[src/rtl/if_fetch_stage.sv]
// -----------------------------------------------------------------------------
// if_fetch_stage
//
// Instruction-fetch stage and IF/ID pipeline register of the mMIPS pipeline.
// It holds the PC, drives the instruction memory and loads the IF/ID register
// under the control of the hazard unit. A one-entry hold buffer catches a word
// that is fetched while IF/ID is frozen (a branch-hazard prefetch). That word
// is then delivered later and is never fetched a second time.
//
// Ports
//   clk, rst         rising-edge clock, synchronous active-high reset
//   PCWrite          PC may advance
//   IFIDWrite        IF/ID may load
//   imem_en          memory request permitted
//   pipe_en          global pipeline enable (0 freezes PC, IF/ID and hold)
//   branch_taken     redirect to branch_target and squash IF/ID
//   branch_target    redirect address (forced to word alignment)
//   imem_addr        current PC, to instruction memory
//   imem_req         fetch request
//   imem_rdata       instruction at imem_addr; valid when imem_req & ~imem_wait
//   imem_wait        memory not ready this cycle
//   Instr            IF/ID instruction
//   ifid_pc4         PC+4 of Instr
//   ifid_valid       Instr is a real fetched instruction, not a bubble
//   fetch_count      completed fetches, saturating
//   stall_count      stalled cycles, saturating
// -----------------------------------------------------------------------------
module if_fetch_stage #(
  parameter logic [31:0] RESET_PC  = 32'h0000_0000,
  parameter logic [31:0] NOP_INSTR = 32'h0000_0000,
  parameter int          CNT_W     = 16
) (
  input  logic             clk,
  input  logic             rst,
  input  logic             PCWrite,
  input  logic             IFIDWrite,
  input  logic             imem_en,
  input  logic             pipe_en,
  input  logic             branch_taken,
  input  logic [31:0]      branch_target,
  output logic [31:0]      imem_addr,
  output logic             imem_req,
  input  logic [31:0]      imem_rdata,
  input  logic             imem_wait,
  output logic [31:0]      Instr,
  output logic [31:0]      ifid_pc4,
  output logic             ifid_valid,
  output logic [CNT_W-1:0] fetch_count,
  output logic [CNT_W-1:0] stall_count
);

  typedef enum logic { EMPTY, HELD } hold_state_t;

  // Source of the value loaded into IF/ID on an enabled edge.
  typedef enum logic [1:0] { SRC_NOP, SRC_MEM, SRC_HOLD } ifid_src_t;

  hold_state_t state, state_next;
  ifid_src_t   ifid_src;

  logic [31:0] pc, pc_next;
  logic [31:0] pc_plus4;
  logic [31:0] hold_instr, hold_pc4;
  logic        fetch_fire;
  logic        ifid_load;
  logic        hold_load;
  logic        squash;
  logic        fetch_inc;
  logic        stall_inc;

  assign imem_addr = pc;
  assign imem_req  = imem_en & pipe_en & ~rst;
  assign pc_plus4  = pc + 32'd4;   // wraps modulo 2^32

  // While a word is held, a new fetch is only allowed if IF/ID drains the
  // buffer on the same edge; otherwise the buffer would overflow.
  assign fetch_fire = imem_req & ~imem_wait & PCWrite & ((state == EMPTY) | IFIDWrite);

  assign squash    = pipe_en & branch_taken;
  assign fetch_inc = fetch_fire & ~squash;
  assign stall_inc = ~pipe_en | ~IFIDWrite;

  // Next-state and datapath-enable logic.
  always_comb begin
    // NOTE: every output of this block is given a default first, so no path
    // leaves a signal unassigned and no latch is inferred.
    state_next = state;
    pc_next    = pc;
    ifid_load  = 1'b0;
    ifid_src   = SRC_NOP;
    hold_load  = 1'b0;

    if (squash) begin
      pc_next    = branch_target & 32'hFFFF_FFFC;
      ifid_load  = 1'b1;
      ifid_src   = SRC_NOP;
      state_next = EMPTY;
    end else if (pipe_en) begin
      if (fetch_fire) pc_next = pc_plus4;

      unique case (state)
        EMPTY: begin
          if (fetch_fire && IFIDWrite) begin
            ifid_load = 1'b1;
            ifid_src  = SRC_MEM;
          end else if (fetch_fire) begin
            hold_load  = 1'b1;
            state_next = HELD;
          end else if (IFIDWrite) begin
            ifid_load = 1'b1;
            ifid_src  = SRC_NOP;
          end
        end
        HELD: begin
          if (IFIDWrite) begin
            ifid_load = 1'b1;
            ifid_src  = SRC_HOLD;
            if (fetch_fire) hold_load  = 1'b1;
            else            state_next = EMPTY;
          end
        end
        default: state_next = EMPTY;
      endcase
    end
  end

  // PC, hold state, IF/ID register and counters.
  always_ff @(posedge clk) begin
    // NOTE: sequential state is written with non-blocking assignments so all
    // registers update from the same pre-edge values.
    if (rst) begin
      pc          <= RESET_PC;
      state       <= EMPTY;
      Instr       <= NOP_INSTR;
      ifid_pc4    <= 32'd0;
      ifid_valid  <= 1'b0;
      fetch_count <= '0;
      stall_count <= '0;
    end else begin
      pc    <= pc_next;
      state <= state_next;

      if (ifid_load) begin
        unique case (ifid_src)
          SRC_MEM: begin
            Instr      <= imem_rdata;
            ifid_pc4   <= pc_plus4;
            ifid_valid <= 1'b1;
          end
          SRC_HOLD: begin
            Instr      <= hold_instr;
            ifid_pc4   <= hold_pc4;
            ifid_valid <= 1'b1;
          end
          default: begin
            // Bubble: ifid_pc4 keeps its previous value.
            Instr      <= NOP_INSTR;
            ifid_valid <= 1'b0;
          end
        endcase
      end

      if (fetch_inc && (fetch_count != '1)) fetch_count <= fetch_count + CNT_W'(1);
      if (stall_inc && (stall_count != '1)) stall_count <= stall_count + CNT_W'(1);
    end
  end

  // NOTE: the hold payload has no reset; it is only read in state HELD, and
  // it is always written on the edge that enters HELD.
  always_ff @(posedge clk) begin
    if (!rst && hold_load) begin
      hold_instr <= imem_rdata;
      hold_pc4   <= pc_plus4;
    end
  end

endmodule

[config.mk]
export PLATFORM = sky130hd
export DESIGN_NAME = if_fetch_stage
export DESIGN_NICKNAME = d
export VERILOG_FILES = /design/src/rtl/if_fetch_stage.sv
export SDC_FILE = /design/constraint.sdc
export NUM_CORES = 1
export LEC_CHECK = 0
export ABC_AREA = 1
export BUFFER_PORTS_ARGS = -buffer_cell sky130_fd_sc_hd__buf_2
export CORE_ASPECT_RATIO = 1.5
export CORE_MARGIN = 4
export CORE_UTILIZATION = 30
export CTS_CLUSTER_SIZE = 20
export DETAILED_ROUTE_END_ITERATION = 8
export SLEW_MARGIN = 5
export SYNTH_ARGS = -nofsm -noshare
export SYNTH_HDL_FRONTEND = slang
export SYNTH_SLANG_ARGS = --single-unit
export TNS_END_PERCENT = 100
[constraint.sdc]
create_clock -name clk -period 7.05 [get_ports clk]
set_input_delay 0.705 -clock clk [delete_from_list [all_inputs] [get_ports clk]]
set_output_delay 0.705 -clock clk [all_outputs]
set_load 0.01 [all_outputs]
# After elaboration in Yosys (flattened, before gate mapping)
# Index checks and enable logic that the tools add are counted.
# totals
regBits	194
# op_classes
add_sub_neg	3
bitwise	15
reduce_logical	13
n_eq_ne	4
mux	25
# op_table
op	count
one-hot mux 32 bit (2 select lines)	2
two-way mux 32 bit	3
adder 16 x 1 -> 16 bit, second input constant	2
adder 32 x 3 -> 32 bit, second input constant	1
inequality test 16 bit, second input constant	2
two-way mux 1 bit	13
bitwise AND 1 bit	7
two-way mux 2 bit	3
inverter 1 bit	6
one-hot mux 1 bit (2 select lines)	3
AND reduction 2 bit	3
nonzero test 2 bit	3
logical AND 1 bit	4
one-hot mux 2 bit (2 select lines)	1
OR reduction 2 bit	2
== test 2 x 1 -> 1 bit, second input constant	1
== test 2 bit, second input constant	1
OR 1 bit	2
zero test 1 bit	1

# Logic depth before layout (Yosys ltp)
# Gate-level depths: netlist of run 1.
# depth
word_depth	13
depth_mapped	13

# Worst setup path after synthesis of run 1
# Ideal clock, no wire load.
# synth_timing
path_type	input -> register
from	input imem_en
to	register hold_instr[0], enable pin
setup_time_ns	0.558
path_stages	6
path_slack_ns	1.038
arrival_ns	5.453
required_time_ns	6.492
path_buffers	0
cell_sequence	nand2_1 -> nor2_4 -> nand3_2 -> nor2_4 -> inv_2 -> nor3_1
# synth_via
elab_chain_cells	11
elab_cells_between_ends	13
# synth_lines
element	line_no	text
start, declared	37	input logic imem_en,
bitwise AND 1 bit * (2 in series)	71	assign imem_req = imem_en & pipe_en & ~rst;
named net imem_req	42	output logic imem_req,
bitwise AND 1 bit * (3 in series)	76	assign fetch_fire = imem_req & ~imem_wait & PCWrite & ((state == EMPTY) | IFIDWrite);
two-way mux 1 bit or logical AND 1 bit (tied branches)	105, 117, 102	
two-way mux 1 bit, on equally long branches	114, 102	
one-hot mux 1 bit (2 select lines) *	100	unique case (state)
two-way mux 1 bit *	97	end else if (pipe_en) begin
two-way mux 1 bit *	92	if (squash) begin
logical AND 1 bit *	170	if (!rst && hold_load) begin
end signal, assigned	171	hold_instr <= imem_rdata;
end, declared	62	logic [31:0] hold_instr, hold_pc4;
# The timed path passes the listed nets; every way through them passes the cells marked *.
# A chain may end at the register's enable or synchronous reset.

# Worst setup path in the final report of run 1
# layout_timing
from	input rst
to	register ifid_pc4[10]
# layout_via
elab_chain_cells	13
elab_cells_between_ends	20
# layout_lines
element	line_no	text
start, declared	34	input logic rst,
inverter 1 bit	71	
bitwise AND 1 bit	71	
bitwise AND 1 bit (3 in series)	76	
logical AND 1 bit	102	if (fetch_fire && IFIDWrite) begin
two-way mux 1 bit	102	
one-hot mux 2 bit (2 select lines)	100	
two-way mux 2 bit	97	
two-way mux 2 bit	92	
== test 2 bit or == test 2 x 1 -> 1 bit (tied branches)	143	unique case (ifid_src)
nonzero test 2 bit (no source line)	--	
AND reduction 2 bit (no source line)	--	
end signal, assigned	146	ifid_pc4 <= pc_plus4;
end signal, assigned	151	ifid_pc4 <= hold_pc4;
end, declared	46	output logic [31:0] ifid_pc4,
# Parallel ways exist; a longest one is shown, timed or not.

==> results.sh, run 1 <==
export IMPL_drc=0
export IMPL_hold_ws_ns=0.459
export IMPL_critPathLaunch="rst"
export IMPL_finClkSkew_ns=0.00790
export IMPL_syn2layout_area_growth_pct=21.3
export IMPL_synth_xor_area_share_pct=3.23
export IMPL_power_switching_uw=530
export IMPL_grt_setup_unrepaired="no"
export IMPL_start_util_pct=30.4
export IMPL_cp_end_kind="flop"
export IMPL_reg2reg_from="state$_SDFFE_PP0P_"
export IMPL_grt_max_degree=66
export IMPL_maxCapViolCount=0
export IMPL_cts_hold_buf=0
export IMPL_dp_slack_ns=2.84
export IMPL_finalHoldViolCount=0
export IMPL_relSlewSlack_pct=20.7
export IMPL_status="finished, final reports clean"
export IMPL_yosys_warnings=0
export IMPL_via_per_inst=4.73
export IMPL_cp_arrival_ns=4.03
export IMPL_share_comb_of_total_power_pct=5.8
export IMPL_grt_ovfl_total=0
export IMPL_numCtsBuffers=17
export IMPL_ys_ff_latch=188
export IMPL_yosys_area_share_simple_pct=23.6
export IMPL_grt_pass1_vias=7657
export IMPL_ys_seq_area_share_pct=50.5
export IMPL_clock_path_buffers=2
export IMPL_synth_fa_ha_area_share_pct=0.720
export IMPL_cts_root_buf="clkbuf_16"
export IMPL_rr_worst_depth=9
export IMPL_setup_viol=0
export IMPL_cts_num_sinks=188
export IMPL_worst_pin_slew_ns=1.19
export IMPL_crit_type="primary input to flop"
export IMPL_totalWireLength_um=26800
export IMPL_r2r_end="ifid_pc4[10]$_SDFFE_PP0P_"
export IMPL_clk_pin_slew_worst_paths_ns=0.07
export IMPL_clockPowerShare_pct=43.4
export IMPL_n_fill_cell=3040
export IMPL_htreeDepth=4
export IMPL_fmax_ghz=0.270
export IMPL_r2r_slack_ns=3.91
export IMPL_finalPower_uw=2260
export IMPL_dpl_hpwl_um=18500
export IMPL_antenna_found_initial=2
export IMPL_endpoint="ifid_pc4[10]$_SDFFE_PP0P_"
export IMPL_wl_per_cell_um=16.1
export IMPL_layout_min_cycle_time_ns=3.71
export IMPL_ys_types=32
export IMPL_grt_use_total_pct=16.7
export IMPL_power_frac_seq_pct=50.8
export IMPL_layout_setup_ws_ns=3.34
export IMPL_synthMuxAreaShare_pct=0
export IMPL_core_um2=28600
export IMPL_vias=7873
export IMPL_die_h_um=216
export IMPL_grt_pass1_wl_um=42100
export IMPL_intPower_uw=1730
export IMPL_finalMaxSlewViolations=0
export IMPL_clk_latency_ns=0.44
export IMPL_sw_frac_of_total_pct=23.5
export IMPL_synthesis_instances=1091
export IMPL_final_nets=1338
export IMPL_fin_util_pct=36.8
export IMPL_crit_path_start_kind="primary input"
export IMPL_io_buffers=195
export IMPL_cp_required_ns=7.37
export IMPL_io_pins=202
export IMPL_powerDensity_nw_per_um2=214
export IMPL_syn_area_per_cell_um2=7.96
export IMPL_cts_resized=0
export IMPL_die_x_um=147
export IMPL_synth_compound_area_share_pct=15.1
export IMPL_p_leak_uw=0.00432
export IMPL_row_count=76
export IMPL_antenna_left=0
export IMPL_setup_tns_ns=0
export IMPL_postCtsSetupBuffers=0
export IMPL_crit_path_max_fanout=65
export IMPL_drive_gt1_share_pct=20.1
export IMPL_fin_crit_sh_pct=52.6
export IMPL_cts_tree="built"
export IMPL_gp_congestion=0.909
export IMPL_drtIter0Drc=427
export IMPL_hold_class="primary input to flop"
export IMPL_synth_top_family_by_area="simple AND/OR/NAND/NOR gates"
export IMPL_drt_pass1_iter_count=5
export IMPL_synth_area_um2=8690
export IMPL_die_area_um2=31800
export IMPL_ir_drop_mv=0.163
-- routing by layer --
metal	global-route usage (%)	part of all wire [%]	up-vias
li1	-	-	3928
met1	19.9	43	3706
met2	29.6	51	211
met3	3.26	4.4	26
met4	6.47	2.1	2
met5	0	0.049	-
-- state kept, by name (all words and copies together) (netlist names) --
name	flops
Instr	32
hold_instr	32
hold_pc4	30
ifid_pc4	30
imem_addr	30
fetch_count	16
stall_count	16
ifid_valid	1
state	1
-- layout by cell type, fill, tap and decap left out, types with 2 or more instances in the layout --
master / n
xor2_1: 26
nor2_1: 84
nand4_1: 7
clkbuf_16: 18
nand2_2: 3
buf_2: 195
a22o_1: 32
nor2_4: 8
dfxtp_1: 126
nand2_1: 326
a31oi_1: 3
nor2_2: 5
o21ai_0: 57
inv_2: 6
edfxtp_1: 62
inv_1: 74
nand3b_1: 5
and2_1: 5
buf_4: 8
xnor2_1: 6
a21oi_1: 139
clkinvlp_4: 3
a211oi_1: 4
nand3_1: 34
clkbuf_1: 4
conb_1: 4
bufinv_16: 2
nor3_1: 13
clkinv_2: 2
ha_1: 4
-- how the worst min path moves through the flow --
| stage | end | depth (start not counted) | startpoint |
|---|---|---|---|
| floorplan | Instr[0]$_SDFFE_PP0N_ | 2 | Instr[0]$_SDFFE_PP0N_ |
| global placement | Instr[17]$_SDFFE_PP0N_ | 2 | Instr[17]$_SDFFE_PP0N_ |
| detailed placement | Instr[21]$_SDFFE_PP0N_ | 2 | Instr[21]$_SDFFE_PP0N_ |
| CTS | hold_instr[22]$_DFFE_PP_ | 1 | imem_rdata[22] |
| global route | hold_instr[18]$_DFFE_PP_ | 1 | imem_rdata[18] |
| finish | hold_instr[29]$_DFFE_PP_ | 1 | imem_rdata[29] |
-- kinds of logic (layout without fill, tap and decap cells) --
| kind of cell | Yosys count | count (layout) |
|---|---|---|
| and+or+nand+nor | 494 | 494 |
| AOI/OAI and AO/OA | 236 | 236 |
| DFF | 188 | 188 |
| buffers and inverters | 135 | 315 |
| xor gates and xnor gates | 32 | 32 |
| adders and majority gates | 5 | 5 |
| other | 1 | 5 |
-- cell type report --
class / instances / area (um2) / area share [%]
sequential: 188 / 4380 / 41.6
multi-input combinational: 771 / 3740 / 35.5
timing repair buffer: 203 / 1040 / 9.83
tap: 390 / 488 / 4.63
clock buffer: 23 / 479 / 4.55
inverter: 80 / 300 / 2.85
clock inverter: 9 / 110 / 1.05
antenna: 1 / 2.50 / 0.0238
-- power groups by stage --
| stage | clock [uW] | sequential (uW) | combinational, uW |
|---|---|---|---|
| 2_1_floorplan | 0 | 1170 | 69.3 |
| 3_3_place_gp | 0 | 1170 | 130 |
| 4_1_cts | 1020 | 1150 | 133 |
| 3_5_place_dp | 0 | 1170 | 132 |
| 5_1_grt | 1060 | 1150 | 147 |
| 6_report | 980 | 1150 | 130 |
-- cell usage after synthesis --
cell type    n  area (um2)
nand2_1    326        1220
a21oi_1    139         696
dfxtp_1    126        2520
nor2_1      84         315
inv_1       75         282
edfxtp_1    62        1860
o21ai_0     57         285
nand3_1     34         170
a22o_1      32         280
clkbuf_1    29         109
xor2_1      26         228
buf_4       14         105
nor3_1      14        70.1
buf_2        7        35.0
nand4_1      7        43.8
nor2_4       7        78.8
nor2_2       6        37.5
xnor2_1      6        52.6
and2_1       5        31.3
ha_1         5        62.6
inv_2        5        18.8
nand3b_1     5        37.5
a211oi_1     4        30.0
a31oi_1      3        18.8
buf_6        3        33.8
nand2_2      3        18.8
buf_1        2        7.51
and3_1       1        6.26
conb_1       1        3.75
nand3_2      1        10.0
nor3b_1      1        7.51
o21ai_1      1        5.00
-- stage by stage --
stage / cell area, um2 / cells
after floorplan: 8700 / 1094
after global placement: 9940 / 1632
after detailed placement: 9940 / 1632
after CTS: 10500 / 1664
after global routing: 10500 / 1665
final: 10500 / 1665
-- critical path, cell delays in order --
cell and delay, ns:
buf_2 0.64, nor2_4 0.10, nand2_1 0.11, nor2_1 0.04, nand4_1 0.09, inv_1 0.06, ha_1 0.32, nor2_4 0.10
buf_4 0.64, inv_1 0.76, a21oi_1 0.34, a21oi_1 0.10
Note: power is estimated with default switching activity, not from simulation.
==> run 2: changes to the inputs <==
- clock period: 7.05 -> 3.04 ns (I/O delays scaled with it)
==> results.sh, run 2 (same netlist as run 1, synthesis figures left out) <==
export IMPL_status="finished, final reports clean"
export IMPL_setup_tns_ns=0
export IMPL_clk_pin_slew_worst_paths_ns=0.07
export IMPL_cts_root_buf="clkbuf_16"
export IMPL_numCtsBuffers=17
export IMPL_cts_resized=0
export IMPL_syn2layout_area_growth_pct=22.7
export IMPL_grt_use_total_pct=16.7
export IMPL_clk_latency_ns=0.45
export IMPL_grt_pass1_vias=7733
export IMPL_grt_busiest_layer="met2"
export IMPL_final_cell_mix="nand2_1 (326), buf_2 (195), a21oi_1 (139), dfxtp_1 (126), nor2_1 (84)"
export IMPL_crit_path_max_fanout=29
export IMPL_powerDensity_nw_per_um2=499
export IMPL_finalMaxSlewViolations=0
export IMPL_crit_type="flop to flop"
export IMPL_cts_num_sinks=188
export IMPL_worst_pin_slew_ns=1.17
export IMPL_grt_max_degree=65
export IMPL_layout_min_cycle_time_ns=2.36
export IMPL_clockPowerShare_pct=44.2
export IMPL_grt_ovfl_total=0
export IMPL_cp_required_ns=3.41
export IMPL_maxCapViolCount=0
export IMPL_fin_util_pct=37.2
export IMPL_met1_usage_pct=19.4
export IMPL_drt_pass1_iter_count=4
export IMPL_largest_registers="Instr: 32 flops, hold_instr: 32 flops"
export IMPL_drive_gt1_share_pct=20.8
export IMPL_gp_congestion=0.907
export IMPL_setup_viol=0
export IMPL_min_path_cells=1
export IMPL_final_common_cell="nand2_1"
export IMPL_antenna_left=0
export IMPL_n_fill_cell=2993
export IMPL_power_switching_uw=1280
export IMPL_postCtsSetupBuffers=0
export IMPL_share_comb_of_total_power_pct=5.9
export IMPL_sw_frac_of_total_pct=24.0
export IMPL_die_h_um=216
export IMPL_die_area_um2=31800
export IMPL_htreeDepth=4
export IMPL_io_buffers=195
export IMPL_final_nets=1348
export IMPL_core_um2=28600
export IMPL_hold_class="primary input to flop"
export IMPL_crit_path_start_kind="flop"
export IMPL_intPower_uw=4040
export IMPL_totalWireLength_um=26600
export IMPL_dpl_hpwl_um=18500
export IMPL_fin_crit_sh_pct=77.6
export IMPL_cts_hold_buf=0
export IMPL_wl_per_cell_um=15.9
export IMPL_start_util_pct=30.4
export IMPL_n_antenna_cell=0
export IMPL_drtIter0Drc=350
export IMPL_grtUsageMet2_pct=30.0
export IMPL_grt_setup_unrepaired="no"
export IMPL_row_count=76
export IMPL_cts_tree="built"
export IMPL_dp_slack_ns=0.500
export IMPL_finalHoldViolCount=0
export IMPL_rr_worst_depth=8
export IMPL_power_frac_seq_pct=50.0
export IMPL_layout_setup_ws_ns=0.681
export IMPL_relSlewSlack_pct=21.8
export IMPL_drc=0
export IMPL_vias=7869
export IMPL_fmax_ghz=0.424
export IMPL_cp_arrival_ns=2.73
export IMPL_antenna_found_initial=0
export IMPL_ir_drop_mv=0.394
export IMPL_use_met3_pct=3.18
export IMPL_p_leak_uw=0.00440
export IMPL_clock_path_buffers=2
export IMPL_io_pins=202
export IMPL_via_per_inst=4.70
export IMPL_die_x_um=147
export IMPL_finClkSkew_ns=0.0105
export IMPL_cp_end_kind="flop"
export IMPL_grt_pass1_wl_um=42000
-- run 2: per-layer routing --
| metal | vias to the layer above | wire (um) |
|---|---|---|
| li1 | 3946 | - |
| met1 | 3689 | 11000 |
| met2 | 193 | 13800 |
| met3 | 41 | 1070 |
| met4 | 0 | 773 |
| met5 | - | 0 |
-- run 2: layout make-up --
cell class / count / area [um2] / share of cell area (%)
Multi-Input combinational cell: 771 / 3740 / 35.1
Tap cell: 390 / 488 / 4.58
Sequential cell: 188 / 4380 / 41.1
Clock buffer: 20 / 478 / 4.48
Clock inverter: 12 / 133 / 1.24
Inverter: 80 / 300 / 2.82
Timing Repair Buffer: 213 / 1140 / 10.7
-- run 2: path summary, 6_finish.rpt --
check / slack (ns) / to / from
max: 0.68 / ifid_pc4[14]$_SDFFE_PP0P_ / state$_SDFFE_PP0P_
min: 0.05 / hold_instr[22]$_DFFE_PP_ / imem_rdata[22]
max reg2reg: 0.68 / ifid_pc4[14]$_SDFFE_PP0P_ / state$_SDFFE_PP0P_
min reg2reg: 0.46 / Instr[17]$_SDFFE_PP0N_ / Instr[17]$_SDFFE_PP0N_
-- run 2: through the flow --
step	std cells	power, uW	hold WS, ns	area [um2]
global placement	1642	3030	0.449	10100
detailed placement	1642	3030	0.455	10100
floorplan	1094	2880	0.403	8710
CTS	1674	5400	0.0139	10700
global route	1674	5520	0.0223	10700
finish	1674	5320	0.0510	10700
-- run 2: power by group through the flow --
| stage | Combinational (uW) | Sequential, uW | Clock (uW) |
|---|---|---|---|
| 3_3_place_gp | 312 | 2710 | 0 |
| 3_5_place_dp | 316 | 2710 | 0 |
| 4_1_cts | 317 | 2660 | 2430 |
| 2_1_floorplan | 162 | 2720 | 0 |
| 6_report | 312 | 2660 | 2350 |
| 5_1_grt | 350 | 2660 | 2510 |
-- run 2: critical path, stage by stage (launching register included) --
cell and delay [ns]:
dfxtp_1 0.37, inv_1 0.06, nor3_1 0.25, inv_1 0.08
ha_1 0.32, nor2_4 0.05, inv_1 0.83, a21oi_1 0.11
a21oi_1 0.20
